===== src/rtl/alu_writeback.sv =====
// Purpose: queue ALU results, apply RV64 W-op sign extension and commit them to a 32x64 register file.
// Latency: one cycle minimum from acceptance to commit; read ports are combinational with commit forwarding.
// Backpressure: alu_ready drops when the queue is full or the block is draining or dumping the register file.
module alu_writeback #(
    parameter int BUS_DATA_WIDTH = 64,
    parameter int REG_COUNT      = 32,
    parameter int FIFO_DEPTH     = 2
) (
    input  logic                      clk,
    input  logic                      reset,
    input  logic                      alu_valid,
    output logic                      alu_ready,
    input  logic [BUS_DATA_WIDTH-1:0] alu_result,
    input  logic [5:0]                alu_control,
    input  logic [4:0]                rd,
    input  logic [4:0]                rs1_addr,
    input  logic [4:0]                rs2_addr,
    output logic [BUS_DATA_WIDTH-1:0] rs1_data,
    output logic [BUS_DATA_WIDTH-1:0] rs2_data,
    output logic                      rs_pending,
    input  logic                      end_of_cycle,
    output logic                      dump_valid,
    output logic [4:0]                dump_idx,
    output logic [BUS_DATA_WIDTH-1:0] dump_data,
    output logic                      dump_done,
    output logic                      illegal_op
);
    localparam int PW = $clog2(FIFO_DEPTH);
    localparam int CW = PW + 1;

    typedef enum logic [1:0] {RUN, DRAIN, DUMP, DONE} state_t;

    state_t                    state, state_nxt;
    logic [BUS_DATA_WIDTH-1:0] regfile [REG_COUNT];
    logic [BUS_DATA_WIDTH-1:0] q_res   [FIFO_DEPTH];
    logic [5:0]                q_op    [FIFO_DEPTH];
    logic [4:0]                q_rd    [FIFO_DEPTH];
    logic [PW-1:0]             wr_ptr, rd_ptr, slot_off;
    logic [CW-1:0]             count;
    logic [4:0]                idx;
    logic                      ready_en;
    logic                      full, empty, push, pop;
    logic                      cm_legal, cm_wr;
    logic [5:0]                cm_op;
    logic [4:0]                cm_rd;
    logic [BUS_DATA_WIDTH-1:0] cm_raw, cm_val;

    assign full      = (count == CW'(FIFO_DEPTH));
    assign empty     = (count == '0);
    // ready_en keeps the port closed until the first clock after reset release
    assign alu_ready = ready_en && (state == RUN) && !full;
    assign push      = alu_valid && alu_ready;
    assign pop       = ((state == RUN) || (state == DRAIN)) && !empty;
    assign cm_op     = q_op[rd_ptr];
    assign cm_rd     = q_rd[rd_ptr];
    assign cm_raw    = q_res[rd_ptr];
    assign cm_wr     = pop && cm_legal && (cm_rd != 5'd0);

    // Decode the head opcode: undefined ops are dropped, W ops sign-extend the low word
    always_comb begin
        cm_legal = 1'b1;
        cm_val   = cm_raw;
        if ((cm_op == 6'h00) || (cm_op == 6'h0A) || (cm_op == 6'h0B) || (cm_op >= 6'h2C)) begin
            cm_legal = 1'b0;
        end else if (((cm_op >= 6'h16) && (cm_op <= 6'h1E)) || ((cm_op >= 6'h27) && (cm_op <= 6'h2B))) begin
            cm_val = {{(BUS_DATA_WIDTH-32){cm_raw[31]}}, cm_raw[31:0]};
        end
    end

    // Queue storage and pointers; a push never lands in the same cycle as its own commit
    always_ff @(posedge clk or negedge reset) begin
        if (!reset) begin
            wr_ptr   <= '0;
            rd_ptr   <= '0;
            count    <= '0;
            ready_en <= 1'b0;
            for (int i = 0; i < FIFO_DEPTH; i++) begin
                q_res[i] <= '0;
                q_op[i]  <= '0;
                q_rd[i]  <= '0;
            end
        end else begin
            ready_en <= 1'b1;
            if (push) begin
                q_res[wr_ptr] <= alu_result;
                q_op[wr_ptr]  <= alu_control;
                q_rd[wr_ptr]  <= rd;
                wr_ptr        <= wr_ptr + PW'(1);
            end
            if (pop) begin
                rd_ptr <= rd_ptr + PW'(1);
            end
            case ({push, pop})
                2'b10:   count <= count + CW'(1);
                2'b01:   count <= count - CW'(1);
                default: count <= count;
            endcase
        end
    end

    // Register file commit and sticky illegal-opcode flag
    always_ff @(posedge clk or negedge reset) begin
        if (!reset) begin
            for (int i = 0; i < REG_COUNT; i++) begin
                regfile[i] <= '0;
            end
            illegal_op <= 1'b0;
        end else begin
            if (cm_wr) begin
                regfile[cm_rd] <= cm_val;
            end
            if (pop && !cm_legal) begin
                illegal_op <= 1'b1;
            end
        end
    end

    // Read ports: x0 is zero, a same-cycle commit wins over the stored value
    always_comb begin
        rs1_data = '0;
        rs2_data = '0;
        if (rs1_addr != 5'd0) begin
            rs1_data = (cm_wr && (cm_rd == rs1_addr)) ? cm_val : regfile[rs1_addr];
        end
        if (rs2_addr != 5'd0) begin
            rs2_data = (cm_wr && (cm_rd == rs2_addr)) ? cm_val : regfile[rs2_addr];
        end
    end

    // Flag reads that hit a queued destination which is not being committed this cycle
    always_comb begin
        rs_pending = 1'b0;
        slot_off   = '0;
        for (int i = 0; i < FIFO_DEPTH; i++) begin
            slot_off = PW'(i) - rd_ptr;
            if (({1'b0, slot_off} < count) && !(pop && (slot_off == '0))) begin
                if (((rs1_addr != 5'd0) && (q_rd[i] == rs1_addr)) ||
                    ((rs2_addr != 5'd0) && (q_rd[i] == rs2_addr))) begin
                    rs_pending = 1'b1;
                end
            end
        end
    end

    // FSM state register
    always_ff @(posedge clk or negedge reset) begin
        if (!reset) begin
            state <= RUN;
        end else begin
            state <= state_nxt;
        end
    end

    // FSM next state: drain the queue, dump every register, pulse done, resume
    always_comb begin
        state_nxt = state;
        case (state)
            RUN:     if (end_of_cycle) state_nxt = DRAIN;
            DRAIN:   if (empty) state_nxt = DUMP;
            DUMP:    if (idx == 5'(REG_COUNT-1)) state_nxt = DONE;
            DONE:    state_nxt = RUN;
            default: state_nxt = RUN;
        endcase
    end

    // Dump index walks the register file only while dumping and rests at zero otherwise
    always_ff @(posedge clk or negedge reset) begin
        if (!reset) begin
            idx <= '0;
        end else if (state == DUMP) begin
            idx <= idx + 5'd1;
        end else begin
            idx <= '0;
        end
    end

    // FSM outputs
    always_comb begin
        dump_valid = (state == DUMP);
        dump_done  = (state == DONE);
        dump_idx   = dump_valid ? idx : 5'd0;
        dump_data  = dump_valid ? regfile[idx] : '0;
    end
endmodule


===== config.mk =====
export PLATFORM = sky130hd
export DESIGN_NAME = alu_writeback
export DESIGN_NICKNAME = d
export VERILOG_FILES = /design/src/rtl/alu_writeback.sv
export SDC_FILE = /design/constraint.sdc
export NUM_CORES = 2
export LEC_CHECK = 0
export CORE_MARGIN = 2
export CORE_UTILIZATION = 45
export DETAILED_ROUTE_END_ITERATION = 10
export PLACE_DENSITY = 0.67
export SLEW_MARGIN = 30
export SYNTH_ARGS = -nofsm -noshare
export SYNTH_HDL_FRONTEND = slang
export SYNTH_SLANG_ARGS = --single-unit
export TNS_END_PERCENT = 100

===== constraint.sdc =====
create_clock -name clk -period 14.3 [get_ports clk]
set_input_delay 3.575 -clock clk [delete_from_list [all_inputs] [get_ports clk]]
set_output_delay 3.575 -clock clk [all_outputs]
set_load 0.02 [all_outputs]

==> impl_results.md <==
* First-pass GRT wire length at 701,000 um
* Post-route insts no fill at 14,200
* Tmin final at 11,880 ps
* Fraction of registers with async set/reset at 1.00
* Unrepaired setup endpoints after global routing: false
* DIE AREA at just under 300,000 um2
* Setup Skew at about 80 ps
* Root buffer cell: clkbuf_16
* Total GRT Usage at 0.328
* Crit path DAT at roughly 8300 ps
* Status: complete, no violations
* Core area at 285,000 um2
* Cts repair resizes at 0
* CTS tree: yes
* DRC at 0
* Type of origin of the critical path: primary input
* Cell count after placement at 13,700
* Io pins at 291
* Hold Slack at around 420 ps
* Vias in the first global route at ~100k
* Post-synth EDFFs at 0
* Worst-Skew Late Latency at 950 ps
* I/O Buffers at 290
* Max clock buf depth at 4
* Layout overhead on the synthesized area at 10.8%
* Netlist cell types at 68
* CP Class: in2out
* Layout cells sized above 1 at 0.271
* Reg2reg end: regfile[1384]
* Max_cap viols at 0
* Initial antenna violation count at 19
* Worst R2R Setup Slack at between 8000 and 9000 ps
* Final net count at around 10,000
* Setup_tns at 0 ps
* WL final at 483,000 um
* Dpl hpwl at 277,000 um
* Post-Route Utilization at 0.502
* Fin. max-slew vios at 0
* Measured slew at the worst slew-check pin at between 1000 and 1500 ps
* Vias at just over 100k
* Reg clk slew, reported paths at about 60 ps
* Gpl congestion at 0.906
* Syn_nets at 10,800
* Seq cells post-synth at 2,211
* CP endpoint kind: output pin
* Power Dens Cells at roughly 160 nW/um2
* Fin crit share at 0.831
* DIE HEIGHT at 540 um
* Yosys warnings at 0
* Drt pass-1 iters at 8
* Fin. Hold Viols at 0
* Total congestion overflow at 0
* DRT iter0 DRCs at 15,400
* Worst Path Required at 10,720 ps
* R2r startpoint: rd_ptr
* Worst R2R Path Depth at 9
* Drt wl/cell at 34.0 um
* Maximum fanout along the worst path at 29
* Peak supply drop at 159 uV
* Post-CTS Repair Setup Buffers at 0
* Hold bufs inserted after CTS at 0
* Synth Cell Area at 129,000 um2
* ANT nets after route at 0
* Fmax achieved at 84.2 MHz
* Slew headroom at 0.262
* Mapped Cells at 10,700
* Hold Path Class: reg2reg
* Starting Density at 0.453
* Die X-Extent at between 500 and 600 um
* Seq/Total Area, Yosys at 0.429
* Num CTS Buffers at 239
* H-tree levels at 4
* Vias per cell at between 7 and 8
* Post-synth top flop: dfrtp_1
* Hold depth at 0
* Sink Count at 2,211
* Hold Crit Start: regfile[2039]
* Row count at 196
* Overall Power at 22,300 uW
* Largest net degree at the start of global routing at 183
* Hold Path End: regfile[2039]
* # setup viols final at 0
* Post-Syn Area per Cell at between 10 and 15 um2
* Leak pwr at 0.0573 uW
## flip-flops by register name (all words and copies together) (netlist names)
name / cells
ready_en: 1
regfile: 2048
q_res: 128
idx: 5
state: 2
wr_ptr: 1
illegal_op: 1
q_rd: 10
q_op: 12
count: 2
rd_ptr: 1
## metrics by stage
step	cell area, um2	worst slack [ps]
2_1_floorplan	129000	4760
3_3_place_gp	134000	2590
3_5_place_dp	135000	2530
4_1_cts	143000	2520
5_1_grt	143000	2410
6_report	143000	2420
## critical path, cell delays in order
cell             delay (ps)
clkdlybuf4s50_1         690
buf_4                   400
nor2_1                  140
nand2_4                 670
buf_4                   480
o22ai_1                 160
nor4_1                  710
o21ai_0                 260
a21oi_1                 400
clkdlybuf4s50_1         680
## cell families (layout without fill, tap and decap cells)
family	Yosys count	count (layout)	synth area share
xor gates and xnor gates	37	37	0.00251
adders and majority gates	8	8	0.000775
and+or+nand+nor	2174	2174	0.0692
AOI/OAI and AO/OA	2474	2474	0.106
DFF	2211	2211	0.429
buffers and inverters	1314	1065	0.0413
muxes	2435	2435	0.352
other	1	14	0.0000290
## cell type report
cell class	count	area [um2]
fill	24100	142000
multi-input combinational	7129	68900
sequential	2211	55400
clock buffer	339	6950
timing repair buffer	561	5740
tap	3762	4710
clock inverter	92	1150
inverter	73	277
antenna	13	32.5
## metal layers
metal	vias to the layer above	wire (um)	GRT usage
met2	8019	210000	0.476
li1	39500	-	-
met1	51300	168000	0.421
met4	14	35300	0.199
met5	-	96	0
met3	1825	70000	0.116
## synth_stat cells, types with 5 or more instances
master	instances	area [um2]
and2_1	13	81.3
buf_6	19	214
nand4_1	28	175
nor3_1	33	165
mux4_2	1637	36900
nand3_1	84	420
o211ai_1	6	45.0
mux2_1	45	507
a22oi_1	82	616
buf_4	9	67.6
a32o_1	17	170
nand2_1	1751	6570
a31oi_1	34	213
ha_1	8	100
a21oi_1	117	586
a22o_1	17	149
nand2b_1	10	62.6
nor2_1	101	379
o22ai_1	293	1830
a211oi_1	66	495
or4_1	17	128
or2_2	5	31.3
a2111o_1	6	67.6
mux2_2	403	4540
dfrtp_1	2211	55300
o221ai_1	13	114
o22ai_2	11	138
a21o_1	35	263
o21ai_0	1703	8520
clkbuf_1	899	3370
nor2b_1	55	344
buf_1	131	492
nor4_1	35	219
mux2i_1	348	3480
and4_1	15	131
o21ai_1	61	305
inv_1	72	270
xnor2_1	32	280
buf_2	183	916
xor2_1	5	43.8
## worst max path at each step
stage                           start           end  slack [ps]  cells past startpoint
after CTS                 rs1_addr[2]  rs1_data[12]        2520                      9
after floorplan           rs2_addr[0]  rs2_data[22]        4760                      8
after global routing      rs1_addr[3]  rs1_data[21]        2410                     10
after global placement    rs1_addr[3]  rs1_data[12]        2590                      9
after detailed placement  rs1_addr[2]  rs1_data[12]        2530                      9
final                     rs1_addr[3]  rs1_data[21]        2420                     10
## layout by cell type (no fill, tap or decap), types with 71 or more instances in the layout
cell / synthesis / routed
mux4_2: 1637 / 1637
nor2_1: 101 / 96
clkdlybuf4s50_1: 0 / 280
nand2_1: 1751 / 1748
mux2i_1: 348 / 327
mux2_2: 403 / 403
a22oi_1: 82 / 82
clkbuf_16: 0 / 243
a21oi_1: 117 / 117
nand3_1: 84 / 75
inv_1: 72 / 71
o22ai_1: 293 / 292
o21ai_0: 1703 / 1703
buf_4: 9 / 197
dfrtp_1: 2211 / 2205
## power by group
| group | internal, uW | leakage, uW | switching (uW) | total [uW] |
|---|---|---|---|---|
| clock | 3780 | 0.00396 | 2720 | 6510 |
| sequential | 7020 | 0.0307 | 845 | 7860 |
| combinational | 2710 | 0.0227 | 5230 | 7940 |
| total | 13500 | 0.0573 | 8800 | 22300 |
(Power assumes the default switching activity.)
